### src/rtl/instr_fetch_unit_pkg.sv
// Shared definitions for the instruction fetch unit: bus widths, fetch FSM
// states and the {pc, instr} record carried through the fetch queue.
package instr_fetch_unit_pkg;

  localparam int ADDR_WIDTH = 32;
  localparam int DATA_WIDTH = 32;

  typedef enum logic {
    RUN   = 1'b0,
    FAULT = 1'b1
  } fetch_state_e;

  typedef struct packed {
    logic [ADDR_WIDTH-1:0] pc;
    logic [DATA_WIDTH-1:0] instr;
  } fetch_entry_t;

endpackage

### src/rtl/instr_fetch_unit_fetch_queue.sv
// Small FIFO of fetch entries. The pointers carry one extra wrap bit so that
// full and empty are told apart without an occupancy counter. The head is
// read combinationally from storage, so a push becomes visible the next cycle.
module fetch_queue
  import instr_fetch_unit_pkg::*;
#(
  parameter int DEPTH = 2
) (
  input  logic         clk,
  input  logic         rst,
  input  logic         push,
  input  logic         pop,
  input  logic         flush,
  input  fetch_entry_t din,
  output fetch_entry_t dout,
  output logic         full,
  output logic         empty
);

  localparam int IW = $clog2(DEPTH);
  localparam logic [IW:0] PTR_ONE = 1;

  logic [IW:0]  rd_ptr;
  logic [IW:0]  wr_ptr;
  fetch_entry_t mem [DEPTH];

  assign empty = (rd_ptr == wr_ptr);
  assign full  = (rd_ptr[IW-1:0] == wr_ptr[IW-1:0]) && (rd_ptr[IW] != wr_ptr[IW]);
  assign dout  = mem[rd_ptr[IW-1:0]];

  // Pointer update; a flush empties the queue by catching rd up to wr.
  always_ff @(posedge clk or posedge rst) begin
    if (rst) begin
      rd_ptr <= '0;
      wr_ptr <= '0;
    end else if (flush) begin
      rd_ptr <= wr_ptr;
    end else begin
      if (push) wr_ptr <= wr_ptr + PTR_ONE;
      if (pop)  rd_ptr <= rd_ptr + PTR_ONE;
    end
  end

  // Entry storage; cleared on reset so the head reads as zero afterwards.
  always_ff @(posedge clk or posedge rst) begin
    if (rst) begin
      for (int i = 0; i < DEPTH; i++) mem[i] <= '0;
    end else if (push && !flush) begin
      mem[wr_ptr[IW-1:0]] <= din;
    end
  end

endmodule

### src/rtl/instr_fetch_unit.sv
// Fetch stage: owns the PC, addresses instruction memory combinationally,
// queues {pc, instr} pairs and hands them to decode over valid/ready.
// A redirect from execute flushes the queue and restarts at the target.
// Optional macro FETCH_ALIGN_CHECK_EN: a misaligned redirect raises a sticky
// fetch_fault and parks the unit in FAULT until reset.
module instr_fetch_unit
  import instr_fetch_unit_pkg::*;
#(
  parameter logic [ADDR_WIDTH-1:0] RESET_PC = 32'h0000_0000,
  parameter int                    QDEPTH   = 2
) (
  input  logic                  clk,
  input  logic                  rst,
  output logic [ADDR_WIDTH-1:0] imem_addr,
  input  logic [DATA_WIDTH-1:0] imem_instr,
  input  logic                  redirect_valid,
  input  logic [ADDR_WIDTH-1:0] redirect_pc,
  output logic                  if_valid,
  input  logic                  if_ready,
  output logic [ADDR_WIDTH-1:0] if_pc,
  output logic [DATA_WIDTH-1:0] if_instr,
  output logic                  fetch_fault
);

  localparam logic [ADDR_WIDTH-1:0] PC_STEP    = 4;
  localparam logic [ADDR_WIDTH-1:0] ALIGN_MASK = 3;

  logic [ADDR_WIDTH-1:0] pc;
  fetch_state_e          state;
  fetch_state_e          state_nx;
  logic                  redir;
  logic                  misalign;
  logic                  push;
  logic                  pop;
  logic                  q_full;
  logic                  q_empty;
  fetch_entry_t          q_in;
  fetch_entry_t          q_head;

  // Redirects are honoured only while running; FAULT ignores them.
  assign redir = redirect_valid && (state == RUN);

`ifdef FETCH_ALIGN_CHECK_EN
  assign misalign    = redir && ((redirect_pc & ALIGN_MASK) != '0);
  assign fetch_fault = (state == FAULT);
`else
  assign misalign    = 1'b0;
  assign fetch_fault = 1'b0;
`endif

  // A redirect cycle neither pushes nor pops; a full queue may still accept
  // a push when its head leaves in the same cycle.
  assign pop  = if_valid && if_ready && !redir;
  assign push = (state == RUN) && !redir && (!q_full || pop);

  assign imem_addr = pc;
  assign q_in.pc    = pc;
  assign q_in.instr = imem_instr;

  assign if_valid = !q_empty;
  assign if_pc    = q_head.pc;
  assign if_instr = q_head.instr;

  fetch_queue #(
    .DEPTH (QDEPTH)
  ) u_queue (
    .clk   (clk),
    .rst   (rst),
    .push  (push),
    .pop   (pop),
    .flush (redir),
    .din   (q_in),
    .dout  (q_head),
    .full  (q_full),
    .empty (q_empty)
  );

  // PC: redirect target (word aligned) wins, else advance on every push.
  always_ff @(posedge clk or posedge rst) begin
    if (rst) begin
      pc <= RESET_PC;
    end else if (redir) begin
      if (!misalign) pc <= redirect_pc & ~ALIGN_MASK;
    end else if (push) begin
      pc <= pc + PC_STEP;
    end
  end

  // Fetch FSM state register.
  always_ff @(posedge clk or posedge rst) begin
    if (rst) state <= RUN;
    else     state <= state_nx;
  end

  // Fetch FSM next state: a misaligned redirect is the only way into FAULT.
  always_comb begin
    state_nx = state;
    if (misalign) state_nx = FAULT;
  end

endmodule
### config.mk
export PLATFORM = sky130hd
export DESIGN_NAME = instr_fetch_unit
export DESIGN_NICKNAME = d
export VERILOG_FILES = /design/src/rtl/instr_fetch_unit_pkg.sv /design/src/rtl/instr_fetch_unit_fetch_queue.sv /design/src/rtl/instr_fetch_unit.sv
export SDC_FILE = /design/constraint.sdc
export NUM_CORES = 1
export LEC_CHECK = 0
export CAP_MARGIN = 0
export CORE_MARGIN = 5
export CORE_UTILIZATION = 52
export CTS_CLUSTER_DIAMETER = 60
export CTS_CLUSTER_SIZE = 10
export DETAILED_ROUTE_END_ITERATION = 12
export PLACE_DENSITY_LB_ADDON = 0.25
export SYNTH_ARGS = -nofsm -noshare
export SYNTH_HDL_FRONTEND = slang
export SYNTH_HIERARCHICAL = 1
export SYNTH_SLANG_ARGS = --single-unit
### constraint.sdc
create_clock -name clk -period 5.6 [get_ports clk]
set_input_delay 1.4 -clock clk [delete_from_list [all_inputs] [get_ports clk]]
set_output_delay 1.4 -clock clk [all_outputs]
set_load 0.005 [all_outputs]
# After elaboration in Yosys (flattened, before gate mapping)
# Index checks and enable logic that the tools add are counted.
# op_classes
shifts	0
div_mod_pow	0
mux	10
n_mul	0
n_bitwise	3
addsub	3
order_cmp	3
n_reduce_logical	13
n_eq_ne	3
# op_table
op	count
$mux 64	4
$bwmux 128	1
$demux 64 s1	1
$mux 32	2
$add 32x3->32 const B	1
$logic_and 1x1->1	6
$add 2x1->2 const B	2
$ge 2x2->1 const B	2
$mux 2	2
$not 1->2	2
$reduce_bool 2->1	2
$logic_not 1->1	3
$eq 2x2->1	1
$lt 2x1->1 const B	1
$reduce_and 2->1	1
$eq 1x1->1	1
$logic_or 1x1->1	1
$ne 1x1->1	1
$not 1->1	1
# totals
input_bits	68
register_bits	164
ram_bits	0
n_memories	0
output_inout_bits	98
latchBits	0
mem_bits_ro	0
wordCells	42

# Logic depth before layout (Yosys ltp)
# Gate-level depths: netlist of the first run.
# depth
word_depth	8
depth_mapped	11
mapped_depth_nobuf	7

# Cells and area by module
# Netlist of the first run, hierarchy kept.
# modules_own_cells
module	seq_area_each_um2	n_inst	area_each_um2	cells_each
fetch_queue	3303.2	1	5958.2	363
instr_fetch_unit	750.7	1	1941.9	230

# Least setup slack after synthesis of the first run
# Ideal clock, no wire load.
# synth_path
kind	input to register
start	input redirect_valid
end	register u_queue/mem[64] in the netlist's numbering
arrival_ns	3.096
setup_time_ns	0.125
t_required_ns	5.475
path_buffers	4
path_stages	8
setup_slack_ns	2.379
path_cell_list	buf_6 -> or3b_1 -> buf_4 -> a21oi_1 -> nor3b_1 -> buf_4 -> buf_6 -> mux2_2
# synth_via
elab_chain_cells	5
# synth_lines
item	line_no	rtl
start, declared	instr_fetch_unit.sv:16	input logic redirect_valid,
$logic_not 1->1 (*)	instr_fetch_unit.sv:53, instr_fetch_unit.sv:54	
$logic_and 1x1->1	instr_fetch_unit.sv:53	assign pop = if_valid && if_ready && !redir;
$logic_or 1x1->1	instr_fetch_unit.sv:54	assign push = (state == RUN) && !redir && (!q_full || pop);
$logic_and 1x1->1 (*)	instr_fetch_unit.sv:54	
net push	instr_fetch_unit.sv:33	logic push;
$logic_and 1x1->1 (*)	instr_fetch_unit_fetch_queue.sv:48	end else if (push && !flush) begin
end signal, assigned by index	instr_fetch_unit_fetch_queue.sv:49	mem[wr_ptr[IW-1:0]] <= din;
end, declared	instr_fetch_unit_fetch_queue.sv:25	fetch_entry_t mem [DEPTH];
# The timed path passes the listed nets; every way through them passes the cells marked *.
# A chain may end at the register's enable or synchronous reset.

# Final worst setup path of the first run
# layout_path
start	register u_queue.rd_ptr[0]
end	output if_pc[31]
# layout_via
elab_chain_cells	4
# layout_lines
item	line_no	rtl
start, declared	instr_fetch_unit_fetch_queue.sv:23	logic [IW:0] rd_ptr;
start signal, assigned	instr_fetch_unit_fetch_queue.sv:37	rd_ptr <= wr_ptr;
start signal, assigned	instr_fetch_unit_fetch_queue.sv:40	if (pop) rd_ptr <= rd_ptr + PTR_ONE;
$not 1->2 (implied by the code)	instr_fetch_unit_fetch_queue.sv:29	assign dout = mem[rd_ptr[IW-1:0]];
$mux 64 (implied by the code) (3 in a row)	instr_fetch_unit_fetch_queue.sv:29	
end, declared	instr_fetch_unit.sv:20	output logic [ADDR_WIDTH-1:0] if_pc,
# Every way passes these cells. The select of a mux whose other input is x is not followed.

==> flow_metrics.py, run 1 <==
metrics = {
    "route": {
        "drc_errors": 0,
        "wl_per_cell_microns": 19.57,
        "first_pass_iters": 5,
        "drtIter0Drc": 313,
        "ant_nets": 0,
        "route.vias.total": 5397,
        "wl_microns": 18470,
        "routed_via_density": 5.717,
    },
    "global_routing": {
        "grt_start_max_net_pins": 99,
        "grt_pass1_vias": 5774,
        "grt_use_total": 0.2107,
        "grt-ovfl-total": 0,
        "antenna_found_initial": 0,
        "grt_pass1_wl_microns": 30170,
    },
    "layout": {
        "ff_latch_area_sq_um": 4058,
        "finalNonFillerCells": 944,
        "fillerInstances": 1086,
        "final_area_sq_um": 10170,
        "syn_to_final_growth_pct": 28.75,
        "n_antenna_cell": 0,
        "fin_nets": 812,
        "layout-drive-gt1-share": 0.3135,
        "multi_input_area_sq_um": 3546,
    },
    "place": {
        "postPlaceCellArea_sq_um": 9537,
        "port_buffers": 160,
        "dp.cells": 912,
        "dpl.hpwl_microns": 12030,
        "globalplace.congestion": 0.8204,
    },
    "die": {
        "num_rows": 45,
        "die_h_microns": 133.3,
        "die_w_microns": 133.3,
        "io_pins": 166,
        "start_util": 0.5255,
        "coreArea_sq_um": 15030,
        "die_area_sq_um": 17760,
    },
    "timing": {
        "worstMarginPinSlew_ns": 0.9897,
        "rsz0062_at_grt": "no",
        "slew_headroom": 0.3402,
        "clock.fmax_mhz": 260.0,
        "finalCriticalPeriod_ns": 3.846,
        "fin_crit_sh": 0.6868,
        "setup_violations": 0,
        "fin_skew_ns": 0.007340,
        "hold_ws_ns": 0.5030,
        "drv_slew": 0,
        "hold_viol": 0,
        "setup_tns_ns": 0,
    },
    "setup_path": {
        "cp_max_fo": 68,
        "critPathCaptureType": "output pin",
        "crit_type": "flop to output pin",
        "setup.worst_path.start_class": "flop",
        "path_cells": "mux2_2 -> clkdlybuf4s50_1",
        "slowest_stage": "dfrtp_4",
        "worstPathRequired_ns": 4.20,
        "slowest_delay_ns": 1.07,
        "critPathArrivalTime_ns": 2.45,
    },
    "logic_synthesis": {
        "ys_seq_area_frac": 0.5131,
        "synth_area_sq_um": 7900,
        "netlist_instances": 593,
        "netlist.area_leader.share": 0.5131,
        "synth_cell_types": 49,
        "syn_avg_cell_area_sq_um": 13.32,
        "post-synth-top-count-cell": "dfrtp_1",
        "synthArstFlopShare": 1.000,
        "synthTopCellsByArea": "dfrtp_1 51%, mux2_2 20%, mux2_4 9.5%",
        "synth_edf_count": 0,
        "yosysTopAreaCell": "dfrtp_1",
        "ys_ff_latch": 162,
        "synth_common_cells": "162 x dfrtp_1, 142 x mux2_2, 50 x mux2_4",
        "synth_top_flop_cell": "dfrtp_1",
        "yosys_warnings": 6,
    },
    "clock_tree": {
        "cts_buffer_depth": 2,
        "cts_root_buf": "clkbuf_16",
        "cts_resized": 0,
        "cts-hold-fix-buffers": 0,
        "cts_tree": "yes",
        "cts_setup_buffers": 0,
        "clkSinkCount": 162,
        "cts_inserted_buffers": 17,
        "cts-htree-levels": 4,
        "insertion_delay_ns": 0.43,
        "clkSlewWorstSetupHoldPaths_ns": 0.06,
    },
    "run": {
        "maxCapViolations": 0,
    },
    "power_and_ir_drop": {
        "powerDensity_nw_per_um2": 558.2,
        "leakagePower_nw": 4.253,
        "peakVddDrop_uv": 346.0,
    },
    "run_status": {
        "status": "completed",
    },
    "min_path": {
        "hold_path_class": "flop to flop",
    },
}
through the flow:
| step | power, mW | util | setup WS, ns |
|---|---|---|---|
| 2_1_floorplan | 3.388 | - | 0.6740 |
| 6_report | 5.677 | 0.6766 | 1.754 |
| 3_5_place_dp | 4.455 | 0.6344 | 1.552 |
| 3_3_place_gp | 4.358 | 0.6344 | 1.610 |
| 5_1_grt | 6.004 | 0.6766 | 1.553 |
| 4_1_cts | 5.729 | 0.6766 | 1.736 |
layout by cell type, fill, tap and decap left out, types with 8 or more instances in the layout:
| cell | count |
|---|---|
| nand3_1 | 14 |
| mux2_2 | 142 |
| dfrtp_1 | 161 |
| clkbuf_16 | 17 |
| or4_1 | 18 |
| o21ai_0 | 14 |
| xnor2_1 | 9 |
| nand2_1 | 25 |
| mux2_4 | 50 |
| nand4_1 | 10 |
| nor2_1 | 18 |
| a31oi_1 | 14 |
| o31ai_1 | 11 |
| clkdlybuf4s50_1 | 160 |
| inv_1 | 8 |
routing by layer:
| layer | wire length, microns | up-vias | track usage |
|---|---|---|---|
| li1 | - | 2463 | - |
| met1 | 7950 | 2706 | 0.2710 |
| met2 | 9156 | 200 | 0.3482 |
| met3 | 1004 | 28 | 0.05136 |
| met4 | 359 | 0 | 0.07714 |
| met5 | 0 | - | 0 |
path summary, 6_finish.rpt:
kind                            depth (start not counted)               end  slack [ns]              start
max in group asynchronous                               3    u_queue/mem[1]        2.98                rst
min in group asynchronous                               3      imem_addr[8]        1.48                rst
worst min register to register                          1  u_queue/mem[126]        0.50   u_queue/mem[126]
worst max-delay path                                    2         if_pc[31]        1.75  u_queue/rd_ptr[0]
worst min-delay path                                    1  u_queue/mem[126]        0.50   u_queue/mem[126]
worst max register to register                          7   u_queue/mem[82]        1.99  u_queue/rd_ptr[0]
report_power, final:
part / internal, mW / switching, mW / leakage, nW
registers: 1.68 / 0.412 / 1.90
clock network: 0.751 / 0.495 / 0.300
logic: 1.62 / 0.724 / 2.05
state kept, by name (all words and copies together), names as in the netlist:
| register | count |
|---|---|
| imem_addr | 30 |
| u_queue/mem | 128 |
| u_queue/wr_ptr | 2 |
| u_queue/rd_ptr | 2 |
final cells by class:
class / count / area share
multi-input cells: 385 / 0.3486
well taps: 188 / 0.02313
repair buffers: 167 / 0.1626
flip-flops and latches: 162 / 0.3989
clock buffers: 17 / 0.04183
inverters: 10 / 0.004306
clock inverters: 15 / 0.02054
worst max-delay path, delay by kind of cell, from the launching register on:
family	cells	cell delay, ns
buffers and inverters	1	0.48
DFF	1	1.07
muxes	1	0.42
cells by family (layout without fill, tap and decap cells):
logic type | Yosys count | count (layout) | synth area share
adders and majority gates | 1 | 1 | 0.001584
and+or+nand+nor | 107 | 107 | 0.07444
DFF | 162 | 162 | 0.5131
buffers and inverters | 52 | 209 | 0.04149
other | 1 | 7 | 0.0004747
xor gates and xnor gates | 14 | 14 | 0.01552
AOI/OAI and AO/OA | 63 | 63 | 0.05464
muxes | 193 | 193 | 0.2987
(Power assumes the default switching activity.)
==> inputs of run 2 (changes only) <==
CORE_UTILIZATION = 47   (was 52)
clock period = 3.47 ns   (was 5.6 ns; I/O delays follow)
==> run 2 against run 1 <==
  * Register-to-register slack lost 1.2 ns
  * Critical path depth grew 1
  * Clock-buffer cell count grew 6
  * Worst hold slack lost 0.0011 ns
  * Sequential share of layout area shrank 0.43 points
  * Power grew 60%
  * Combinational power grew 71%
  * Sequential cell count is the same
  * Utilization shrank 5.4 points
  * Via count shrank 0.80%
  * Die area grew 9.8%
  * First-iteration DRC count shrank 1.9%
  * Critical endpoint is now if_pc[27]
  * Highest routed layer unchanged
==> flow_metrics.py, run 2 (same netlist as run 1, synthesis figures left out) <==
metrics = {
    "global_routing": {
        "grt_pass1_wl_microns": 31140,
        "grt_start_max_net_pins": 68,
        "grt_use_total": 0.1968,
        "grt_pass1_vias": 5926,
        "antenna_found_initial": 0,
        "grt-ovfl-total": 0,
    },
    "layout": {
        "final_common_cell": "dfrtp_1",
        "syn_to_final_growth_pct": 30.16,
        "finalNonFillerCells": 981,
        "most-common-layout-cells": "161 x dfrtp_1, 160 x clkdlybuf4s50_1, 142 x mux2_2",
        "regMostFlops": "u_queue/mem",
        "n_antenna_cell": 0,
        "final_util": 0.6222,
        "largest_register_ffs": 128,
        "fin_nets": 818,
        "layout-drive-gt1-share": 0.3167,
    },
    "setup_path": {
        "path_cells": "buf_12 -> mux2_2 -> clkdlybuf4s50_1",
        "slowest_stage": "clkdlybuf4s50_1",
        "critPathArrivalTime_ns": 2.13,
        "r2r_end": "u_queue/mem[83]",
        "setup.worst_path.start_class": "flop",
        "rr_worst_depth": 7,
        "critPathCaptureType": "output pin",
        "r2r_slack_ns": 0.76,
        "crit_type": "flop to output pin",
        "slowest_delay_ns": 0.50,
        "cp_max_fo": 67,
        "worstPathRequired_ns": 2.60,
        "r2r-start": "u_queue/rd_ptr[0]",
    },
    "clock_tree": {
        "clkSlewWorstSetupHoldPaths_ns": 0.06,
        "cts_inserted_buffers": 17,
        "insertion_delay_ns": 0.42,
        "cts-hold-fix-buffers": 0,
        "cts-htree-levels": 4,
        "cts_resized": 0,
        "cts_root_buf": "clkbuf_16",
        "cts_buffer_depth": 2,
        "clkSinkCount": 162,
        "cts_setup_buffers": 0,
        "cts_tree": "yes",
    },
    "min_path": {
        "hold_path_depth": 1,
        "worstHoldEndpoint": "u_queue/mem[95]",
        "hold_path_class": "flop to flop",
        "min_from": "u_queue/mem[95]",
    },
    "power_and_ir_drop": {
        "powerDensity_nw_per_um2": 884.9,
        "leakagePower_nw": 4.286,
        "peakVddDrop_uv": 412.0,
    },
    "timing": {
        "finalCriticalPeriod_ns": 3.002,
        "setup_tns_ns": 0,
        "clock.fmax_mhz": 333.1,
        "slew_headroom": 0.5258,
        "fin_skew_ns": 0.007606,
        "worstMarginPinSlew_ns": 0.7098,
        "fin_crit_sh": 0.8651,
        "setup_violations": 0,
        "drv_slew": 0,
        "hold_ws_ns": 0.5019,
        "hold_viol": 0,
        "rsz0062_at_grt": "no",
    },
    "die": {
        "coreArea_sq_um": 16520,
        "die_h_microns": 139.7,
        "die_area_sq_um": 19500,
        "start_util": 0.4781,
        "die_w_microns": 139.7,
        "num_rows": 47,
        "io_pins": 166,
    },
    "route": {
        "wl_microns": 18830,
        "route.vias.total": 5354,
        "routed_via_density": 5.458,
        "ant_nets": 0,
        "drc_errors": 0,
        "first_pass_iters": 5,
        "drtIter0Drc": 307,
        "wl_per_cell_microns": 19.19,
    },
    "place": {
        "port_buffers": 160,
        "dpl.hpwl_microns": 13020,
        "dp.cells": 950,
        "globalplace.congestion": 0.7806,
    },
    "run_status": {
        "status": "completed",
    },
    "run": {
        "maxCapViolations": 0,
    },
}
[run 2: changes by cell type in the layout (fill, tap and decap cells not counted), sizes merged]
cell      delta
buf          +6
clkinvlp     +1
bufinv       -2
clkbuf       +6
inv          -3
clkinv       -3
[run 2: how the worst max path moves through the flow]
stage	from	to	slack, ns	cells after the start
floorplan	redirect_valid	u_queue/mem[64]	0.78	8
global placement	redirect_valid	u_queue/mem[89]	0.26	6
detailed placement	redirect_valid	u_queue/mem[83]	0.21	6
CTS	u_queue/rd_ptr[0]	if_pc[30]	0.47	3
global route	u_queue/rd_ptr[0]	if_pc[27]	0.42	3
finish	u_queue/rd_ptr[0]	if_pc[27]	0.47	3
[run 2: per-layer routing]
metal | wire, microns | track usage | up-vias | share of wire
li1 | - | - | 2476 | -
met1 | 8318 | 0.2517 | 2712 | 0.44
met2 | 9425 | 0.3336 | 150 | 0.50
met3 | 926 | 0.05283 | 16 | 0.049
met4 | 158 | 0.05048 | 0 | 0.0084
met5 | 0 | 0 | - | 0
[run 2: cell type report]
| type | instances | area [sq um] |
|---|---|---|
| Timing Repair Buffer | 173 | 1762 |
| Inverter | 10 | 42.54 |
| Multi-Input combinational cell | 385 | 3546 |
| Clock inverter | 8 | 101.3 |
| Clock buffer | 23 | 498.0 |
| Tap cell | 220 | 275.3 |
| Sequential cell | 162 | 4058 |
| Fill cell | 1257 | 6242 |
[run 2: metrics by stage]
stage          total power [mW]  instance area (sq um)  setup slack, ns
2_1_floorplan             5.468                   7926           0.7818
3_3_place_gp              7.109                   9683           0.2631
3_5_place_dp              7.278                   9683           0.2055
6_report                  9.099                  10280           0.4682
4_1_cts                   9.203                  10280           0.4695
5_1_grt                   9.616                  10280           0.4240
[run 2: power breakdown]
group / leakage, nW / switching, mW / internal [mW]
registers: 1.90 / 0.512 / 2.72
clock network: 0.287 / 0.732 / 1.15
logic: 2.10 / 1.34 / 2.65
[run 2: worst max-delay path: cells and delay by family, from the launching register on]
kind | cells | cell delay, ns
buffers and inverters | 2 | 0.84
flip-flops | 1 | 0.43
multiplexers | 1 | 0.39
==> inputs of run 3 (changes only) <==
CORE_MARGIN = not set   (was 5)
CTS_CLUSTER_SIZE = 24   (was 10)
==> run 3 against run 2 <==
  * Sequential cell count did not move
  * Register-to-register slack got worse by 0.16 ns
  * Clock power is 4% lower
  * Routed wire length shrank 4.7%
  * Cell count decreased by 0.10%
  * Die area shrank 11%
  * Combinational power decreased by 2%
  * Non-clock buffer count down 2
  * Maximum frequency is 2.3% lower
  * Worst setup slack got worse by 0.072 ns
  * Critical endpoint unchanged
==> flow_metrics.py, run 3 (same netlist as run 1, synthesis figures left out) <==
metrics = {
    "place": {
        "port_buffers": 160,
        "dpl.hpwl_microns": 11910,
        "postPlaceCellArea_sq_um": 9643,
        "globalplace.congestion": 0.7698,
        "place_ws_ns": 0.2175,
    },
    "min_path": {
        "worstHoldEndpoint": "u_queue/mem[121]",
        "hold_path_depth": 1,
        "hold_path_class": "flop to flop",
        "min_from": "u_queue/mem[121]",
    },
    "route": {
        "ant_nets": 0,
        "drc_errors": 0,
        "wl_per_cell_microns": 18.31,
        "drtIter0Drc": 256,
        "route.vias.total": 5386,
        "routed_via_density": 5.496,
        "wl_microns": 17940,
        "first_pass_iters": 4,
    },
    "layout": {
        "fin_nets": 816,
        "largest_register_ffs": 128,
        "final_area_sq_um": 10210,
        "syn_to_final_growth_pct": 29.24,
        "regMostFlops": "u_queue/mem",
        "final_common_cell": "dfrtp_1",
        "n_antenna_cell": 0,
        "most-common-layout-cells": "161 x dfrtp_1, 160 x clkdlybuf4s50_1, 142 x mux2_2",
        "layout-drive-gt1-share": 0.3171,
    },
    "clock_tree": {
        "cts-htree-levels": 4,
        "cts_tree": "yes",
        "clkSinkCount": 162,
        "cts_buffer_depth": 2,
        "insertion_delay_ns": 0.42,
        "cts_root_buf": "clkbuf_16",
        "clkSlewWorstSetupHoldPaths_ns": 0.07,
        "cts_resized": 0,
        "cts-hold-fix-buffers": 0,
        "cts_setup_buffers": 0,
        "cts_inserted_buffers": 17,
    },
    "timing": {
        "clock.fmax_mhz": 325.3,
        "finalCriticalPeriod_ns": 3.074,
        "fin_skew_ns": 0.007123,
        "drv_slew": 0,
        "setup_slack_ns": 0.3963,
        "fin_crit_sh": 0.8858,
        "hold_viol": 0,
        "setup_violations": 0,
        "worstMarginPinSlew_ns": 0.7399,
        "slew_headroom": 0.5067,
        "rsz0062_at_grt": "no",
        "setup_tns_ns": 0,
        "hold_ws_ns": 0.5013,
    },
    "die": {
        "die_area_sq_um": 17330,
        "die_w_microns": 131.7,
        "start_util": 0.4781,
        "num_rows": 47,
        "io_pins": 166,
        "die_h_microns": 131.7,
        "coreArea_sq_um": 16520,
    },
    "setup_path": {
        "critPathArrivalTime_ns": 2.21,
        "path_cells": "buf_12 -> mux2_2 -> clkdlybuf4s50_1",
        "crit_type": "flop to output pin",
        "r2r-start": "u_queue/rd_ptr[0]",
        "critPathCaptureType": "output pin",
        "slowest_delay_ns": 0.57,
        "setup.worst_path.start_class": "flop",
        "r2r_slack_ns": 0.60,
        "r2r_end": "u_queue/mem[39]",
        "cp_max_fo": 54,
        "slowest_stage": "dfrtp_4",
        "rr_worst_depth": 6,
        "worstPathRequired_ns": 2.60,
    },
    "power_and_ir_drop": {
        "power.share.sequential": 0.362,
        "p_int_mw": 6.363,
        "peakVddDrop_uv": 529.9,
        "swShare": 0.2895,
        "leakagePower_nw": 4.249,
        "powerDensity_nw_per_um2": 877.2,
        "power.switching_mw": 2.593,
        "design_power_total_mw": 8.956,
        "share_comb_of_total_power": 0.437,
        "clkPwrFrac": 0.201,
    },
    "run_status": {
        "status": "completed",
    },
    "global_routing": {
        "grt_start_max_net_pins": 82,
        "grt_pass1_vias": 5682,
        "grt_use_total": 0.2178,
        "antenna_found_initial": 0,
        "grt-ovfl-total": 0,
        "grt_pass1_wl_microns": 29860,
    },
    "run": {
        "maxCapViolations": 0,
    },
}
[run 3: critical path: cells and delay by family (launching register included)]
family / cells / cell delay [ns]
buffers and inverters: 2 / 0.82
DFF: 1 / 0.57
muxes: 1 / 0.37
[run 3: per-layer routing]
| metal | track usage | vias to the layer above | routed length [microns] |
|---|---|---|---|
| met5 | 0 | - | 0 |
| met4 | 0.07364 | 0 | 297 |
| met1 | 0.2792 | 2732 | 7872 |
| li1 | - | 2476 | - |
| met3 | 0.05054 | 22 | 856 |
| met2 | 0.3618 | 156 | 8912 |
[run 3: layout make-up]
type | count | area [sq um]
multi-input combinational | 385 | 3546
clock buffer | 18 | 439.2
clock inverter | 14 | 127.6
sequential | 162 | 4058
tap | 220 | 275.3
timing repair buffer | 171 | 1722
inverter | 10 | 42.54
fill | 1310 | 6315
[run 3: worst max path at each step]
stage,start,endpoint,slack (ns),depth (start not counted)
after floorplan,redirect_valid,u_queue/mem[64],0.78,8
final,u_queue/rd_ptr[0],if_pc[27],0.40,3
after detailed placement,if_ready,u_queue/mem[80],0.22,6
after global placement,redirect_valid,u_queue/mem[76],0.27,6
after CTS,u_queue/rd_ptr[0],if_pc[27],0.35,3
after global routing,u_queue/rd_ptr[0],if_pc[31],0.31,3
[run 3: metrics by stage]
step	utilization	cells
after floorplan	-	599
after global placement	0.5836	948
after detailed placement	0.5836	948
after CTS	0.6179	980
after global routing	0.6179	980
final	0.6179	980
[run 3: power groups by stage]
| stage | Clock (mW) | Combinational [mW] | Sequential (mW) |
|---|---|---|---|
| after floorplan | 0 | 2.40 | 3.07 |
| after global placement | 0 | 3.85 | 3.20 |
| after detailed placement | 0 | 3.92 | 3.28 |
| after CTS | 1.84 | 3.96 | 3.25 |
| after global routing | 1.92 | 4.18 | 3.37 |
| final | 1.80 | 3.91 | 3.25 |
